File: config.mk
export PLATFORM = sky130hd
export DESIGN_NAME = kbd_scan_proc_flat
export DESIGN_NICKNAME = d
export VERILOG_FILES = /design/src/rtl/kbd_scan_proc_if.sv /design/src/rtl/kbd_scan_proc.sv /design/src/flat_wrapper.sv
export SDC_FILE = /design/constraint.sdc
export NUM_CORES = 1
export LEC_CHECK = 0
export BUFFER_PORTS_ARGS = -buffer_cell sky130_fd_sc_hd__buf_4
export CORE_MARGIN = 4
export CORE_UTILIZATION = 35
export CTS_BUF_LIST = sky130_fd_sc_hd__clkbuf_4
export CTS_CLUSTER_DIAMETER = 50
export DETAILED_ROUTE_END_ITERATION = 10
export REMOVE_ABC_BUFFERS = 1
export SETUP_SLACK_MARGIN = 0.15
export SLEW_MARGIN = 25
export SYNTH_ARGS = -nofsm -noshare
export SYNTH_HDL_FRONTEND = slang
export SYNTH_SLANG_ARGS = --single-unit
File: constraint.sdc
create_clock -name clk -period 4.8 [get_ports clk]
set_clock_uncertainty 0.2 [all_clocks]
set_input_delay 0.96 -clock clk [delete_from_list [all_inputs] [get_ports clk]]
set_output_delay 0.96 -clock clk [all_outputs]
set_load 0.02 [all_outputs]
File: src/rtl/kbd_scan_proc_if.sv
// PS/2 keyboard FIFO handshake: head-of-FIFO byte, non-empty flag, active-low pop.
interface kbd_scan_proc_if;
  logic [7:0] ps2_data;
  logic       ps2_ready;
  logic       nextdata_n;

  // FIFO side
  modport master (output ps2_data, output ps2_ready, input nextdata_n);
  // Scan-code processor side
  modport slave  (input ps2_data, input ps2_ready, output nextdata_n);
endinterface

File: src/rtl/kbd_scan_proc.sv
// PS/2 set-2 scan-code processor: pops the keyboard FIFO, tracks one held key,
// decodes it to lowercase ASCII and keeps a BCD count of distinct key presses.
module kbd_scan_proc #(
  parameter int unsigned CNT_WRAP = 99
) (
  input  logic             clk,
  input  logic             rst,
  kbd_scan_proc_if.slave   ps2,
  output logic             key_down,
  output logic [7:0]       key_code,
  output logic             key_ext,
  output logic [7:0]       key_ascii,
  output logic [3:0]       cnt_ones,
  output logic [3:0]       cnt_tens
);

  localparam int unsigned DATA_W = 8;
  localparam int unsigned CNT_W  = 4;
  localparam logic [CNT_W-1:0] WRAP_TENS = CNT_W'(CNT_WRAP / 10);
  localparam logic [CNT_W-1:0] WRAP_ONES = CNT_W'(CNT_WRAP % 10);
  localparam logic [DATA_W-1:0] BYTE_EXT = 8'hE0;
  localparam logic [DATA_W-1:0] BYTE_BRK = 8'hF0;

  typedef enum logic [1:0] {IDLE, POP, GAP} state_t;

  state_t            state;
  logic              pop_n_q;
  logic              ext_pend;
  logic              brk_pend;
  logic [DATA_W-1:0] data_c;
  logic              same_key_c;
  logic              cnt_at_wrap_c;

  // Reset overrides a pop already under way so the FIFO head is not lost.
  assign ps2.nextdata_n = pop_n_q | rst;

  // Incoming byte refers to the key currently held (same code and prefix).
  always_comb begin
    data_c        = ps2.ps2_data;
    same_key_c    = key_down && (key_code == data_c) && (key_ext == ext_pend);
    cnt_at_wrap_c = (cnt_tens == WRAP_TENS) && (cnt_ones == WRAP_ONES);
  end

  // Pop FSM plus prefix/make/break tracking and BCD press counter.
  always_ff @(posedge clk) begin
    if (rst) begin
      state    <= IDLE;
      pop_n_q  <= 1'b1;
      key_down <= 1'b0;
      key_code <= 8'h00;
      key_ext  <= 1'b0;
      ext_pend <= 1'b0;
      brk_pend <= 1'b0;
      cnt_ones <= 4'd0;
      cnt_tens <= 4'd0;
    end else begin
      case (state)
        IDLE: begin
          if (ps2.ps2_ready) begin
            state   <= POP;
            pop_n_q <= 1'b0;
          end
        end
        POP: begin
          state   <= GAP;
          pop_n_q <= 1'b1;
          if (data_c == BYTE_EXT) begin
            ext_pend <= 1'b1;
          end else if (data_c == BYTE_BRK) begin
            brk_pend <= 1'b1;
          end else begin
            if (!brk_pend) begin
              if (!same_key_c) begin
                key_code <= data_c;
                key_ext  <= ext_pend;
                key_down <= 1'b1;
                if (cnt_at_wrap_c) begin
                  cnt_ones <= 4'd0;
                  cnt_tens <= 4'd0;
                end else if (cnt_ones == 4'd9) begin
                  cnt_ones <= 4'd0;
                  cnt_tens <= cnt_tens + 4'd1;
                end else begin
                  cnt_ones <= cnt_ones + 4'd1;
                end
              end
            end else if (same_key_c) begin
              key_down <= 1'b0;
              key_code <= 8'h00;
              key_ext  <= 1'b0;
            end
            ext_pend <= 1'b0;
            brk_pend <= 1'b0;
          end
        end
        GAP: begin
          state <= IDLE;
        end
        default: begin
          state   <= IDLE;
          pop_n_q <= 1'b1;
        end
      endcase
    end
  end

  // Set-2 make code to lowercase ASCII; extended keys never map.
  always_comb begin
    key_ascii = 8'h00;
    if (!key_ext) begin
      case (key_code)
        8'h1C: key_ascii = 8'h61;
        8'h32: key_ascii = 8'h62;
        8'h21: key_ascii = 8'h63;
        8'h23: key_ascii = 8'h64;
        8'h24: key_ascii = 8'h65;
        8'h2B: key_ascii = 8'h66;
        8'h34: key_ascii = 8'h67;
        8'h33: key_ascii = 8'h68;
        8'h43: key_ascii = 8'h69;
        8'h3B: key_ascii = 8'h6A;
        8'h42: key_ascii = 8'h6B;
        8'h4B: key_ascii = 8'h6C;
        8'h3A: key_ascii = 8'h6D;
        8'h31: key_ascii = 8'h6E;
        8'h44: key_ascii = 8'h6F;
        8'h4D: key_ascii = 8'h70;
        8'h15: key_ascii = 8'h71;
        8'h2D: key_ascii = 8'h72;
        8'h1B: key_ascii = 8'h73;
        8'h2C: key_ascii = 8'h74;
        8'h3C: key_ascii = 8'h75;
        8'h2A: key_ascii = 8'h76;
        8'h1D: key_ascii = 8'h77;
        8'h22: key_ascii = 8'h78;
        8'h35: key_ascii = 8'h79;
        8'h1A: key_ascii = 8'h7A;
        8'h45: key_ascii = 8'h30;
        8'h16: key_ascii = 8'h31;
        8'h1E: key_ascii = 8'h32;
        8'h26: key_ascii = 8'h33;
        8'h25: key_ascii = 8'h34;
        8'h2E: key_ascii = 8'h35;
        8'h36: key_ascii = 8'h36;
        8'h3D: key_ascii = 8'h37;
        8'h3E: key_ascii = 8'h38;
        8'h46: key_ascii = 8'h39;
        default: key_ascii = 8'h00;
      endcase
    end
  end

endmodule

File: src/flat_wrapper.sv
// flat-port wrapper written by rule: the top's interface ports become plain ports
module kbd_scan_proc_flat 
#(
  parameter int unsigned CNT_WRAP = 99
)
  (clk, rst, key_down, key_code, key_ext, key_ascii, cnt_ones, cnt_tens, ps2_ps2_data, ps2_ps2_ready, ps2_nextdata_n);
  kbd_scan_proc_if ps2_i ();
  input  logic clk;
  input  logic rst;
  output logic key_down;
  output logic [7:0] key_code;
  output logic key_ext;
  output logic [7:0] key_ascii;
  output logic [3:0] cnt_ones;
  output logic [3:0] cnt_tens;
  input wire logic [$bits(ps2_i.ps2_data)-1:0] ps2_ps2_data;
  input wire logic [$bits(ps2_i.ps2_ready)-1:0] ps2_ps2_ready;
  output wire logic [$bits(ps2_i.nextdata_n)-1:0] ps2_nextdata_n;
  assign ps2_i.ps2_data = ps2_ps2_data;
  assign ps2_i.ps2_ready = ps2_ps2_ready;
  assign ps2_nextdata_n = ps2_i.nextdata_n;
  kbd_scan_proc #(.CNT_WRAP(CNT_WRAP)) u_core (.clk(clk), .rst(rst), .ps2(ps2_i), .key_down(key_down), .key_code(key_code), .key_ext(key_ext), .key_ascii(key_ascii), .cnt_ones(cnt_ones), .cnt_tens(cnt_tens));
endmodule
==> results.txt <==
Outcome - completed
Die area - 7320 µm²
P_int - 364 µW
TritonRoute pass-1 iters - 5
Initial antenna violation count - 0
Postcts setup bufs - 0
Req. time, crit path - 4.80 ns
Critical Path Slowest Stage Cell - or4_1
Fin area - 2510 µm²
Min Clock Period, post-route - 4.36 ns
DRC - 0
Rel. slew slack - 63.8%
Clock Latency Late Sink - 0.33 ns
Hold Fails Final Rpt - 0
Core area - 5680 µm²
Sink Count - 30
Synth Register Bits - 30
Async SR Flop Fraction - 0%
Register Area - 601 µm²
Die X - 85.6 µm
Synth top area share - 28.5%
Vias in the first global route - 2019
Final WL - 5930 µm
Sw Share - 33.8%
Setup violations, final - 0
Startpoint Class - primary input
Peak VDD IR - 92.6 µV
Setup crit end kind - flop
Ys flop type - dfxtp_1
Hpwl dp - 4420 µm
Fillers - 594
# H-tree levels - 2
Tcrit/Tclk final - 90.8%
Synth area leaders - dfxtp_1 (29%), a21oi_1 (5.5%), ha_1 (4.8%)
Die height - 85.6 µm
Fin Setup TNS - 0 ns
RSZ-0062 raised after global routing - false
Mapped cell area - 2110 µm²
I/O pin total - 38
Max_cap viols - 0
Max Clk Rate - 229 MHz
Hold buffers post-CTS - 0
Setup ws final - 0.439 ns
Hold WC Path Type - flop to flop
Net switching power - 186 µW
Clock power share - 27.2%
Max-slew violation count - 0
Antenna diode count - 0
1st-iter DRT viols - 222
Delay-heaviest family, CP - simple AND/OR/NAND/NOR gates
Sequential element share of the synthesized area - 28.5%
CP Data Arrival Time - 4.36 ns
Most frequent CP cell - ha_1
Critical path type - primary input to flop
First-pass GRT wire length - 9860 µm
Largest net degree at the start of global routing - 30
Post-CTS sizing - 0
Number of CTS-inserted buffers - 5
Wire per inst - 15.6 µm
Grt total ovfl - 0
Area after DPL - 2450 µm²
Clk root buf - clkbuf_4
Layout cells sized above 1 - 21.2%
Mapped Cells - 268
DR vias - 2176
Pwr dens - 220 nW/µm²
Row cnt - 27
Sequential power share - 48.3%
Clock Tree Buf Depth - 2
Port Buffers - 36
Delay of the slowest critical-path stage - 0.51 ns
Combinational power share - 24.5%
Area Overhead vs Synth - 19.0%
Critical-path maximum fanout - 13
Total GRT Usage - 16.4%
GPL Wtd Cong - 0.991
Place WS - 0.138 ns
Vias per std cell - 5.74
Worst-path clk slew - 0.10 ns
Post-synth EDFFs - 0
Pleak - 0.00103 µW
Crit path buffers/inverters - 1
Area of the multi-input gates - 1400 µm²
Worst Tran Pin Value - 0.538 ns
Net total in the final layout - 325
Ys Warns - 0
Hold WS - 0.297 ns
Initial Utilization - 37.1%
Post-synth top area cell - dfxtp_1
Post-Route Utilization - 44.2%
Crit-path cells - buf_4 > xor2_1 > nor4_1 > nand4_1 > ha_1 > or3b_4 > a21o_4 > a22oi_2 > nor2_1 > ha_1 > mux2i_1 > nand2_1 > nor3b_1 > or4_1
TritonCTS clock tree - built
Cell variety after synth - 63
Syn Area/Cell - 7.86 µm²
ANT nets after route - 0
layout make-up:
class,instances,share of cell area [%]
inverter,13,1.95
tap,72,3.59
multi-input combinational,214,55.8
sequential,30,24.0
clock inverter,3,0.649
clock buffer,5,1.50
timing repair buffer,42,12.6
path summary, 6_finish.rpt:
check | start | slack (ns) | cells past startpoint | end
setup / recovery | ps2_ps2_data[2] | 0.44 | 14 | flop
hold / removal | u_core.key_down | 0.30 | 2 | u_core.key_down
setup reg to reg | u_core.key_code[2] | 0.77 | 13 | flop
hold reg to reg | u_core.key_down | 0.30 | 2 | u_core.key_down
power groups by stage:
stage / Clock (µW) / Sequential, µW / Combinational [µW]
after CTS: 156 / 266 / 132
after global placement: 0 / 272 / 133
after global routing: 167 / 268 / 147
after detailed placement: 0 / 272 / 131
final: 150 / 266 / 135
after floorplan: 0 / 276 / 77.3
tightest hold or removal path, delay by kind of cell, from the launching register on:
kind            cells  cell delay [ns]
compound gates      1             0.05
simple gates        1             0.06
flops               1             0.35
metal layers:
layer / global-route usage [%] / up-vias / part of all wire (%)
li1: - / 1051 / -
met1: 21.6 / 996 / 45
met2: 26.3 / 116 / 45
met3: 3.46 / 13 / 8.5
met4: 5.90 / 0 / 2.0
met5: 0 / - / 0
synth_stat cells, drive strengths merged, types with 3 or more instances:
cell type / count
nor3: 8
ha: 8
nand3b: 3
xor2: 9
nor2b: 5
mux2i: 3
clkbuf: 3
nand3: 12
o211ai: 3
dfxtp: 30
nor2: 20
and3: 5
and2: 7
a22oi: 5
xnor2: 3
a21oi: 23
o21ai: 20
a22o: 3
buf: 8
inv: 12
nand2: 28
nor3b: 5
nor4: 3
nand4: 3
placed cells by master, fill, tap and decap left out, types with 3 or more instances in the layout:
master and n:
ha_1 8, mux2i_1 3, o21ai_0 20, nand3_1 12
inv_1 12, and2_1 7, dfxtp_1 30, a21oi_1 23
nor3b_1 5, nor2_1 20, a22o_1 3, nor2b_1 5
buf_4 42, nand2_1 26, nand4_1 3, xnor2_1 3
o211ai_1 3, a22oi_1 3, and3_1 4, clkbuf_4 5
xor2_1 9, nor3_1 7
metrics by stage:
step	instances	power, µW
detailed placement	371	403
global route	379	581
floorplan	257	353
finish	379	550
CTS	379	554
global placement	371	405
cells by family (layout without fill, tap and decap cells):
logic type / count (synthesis) / count (layout) / share of synthesized area [%]
xor+xnor: 12 / 12 / 4.99
mux: 3 / 3 / 1.43
other cells: 1 / 1 / 0.178
simple gates: 112 / 112 / 30.2
fa+ha+maj: 8 / 8 / 4.75
flops: 30 / 30 / 28.5
compound gates: 78 / 78 / 24.8
buf+inv: 24 / 63 / 5.11
Power figures use the tool's default switching activity.
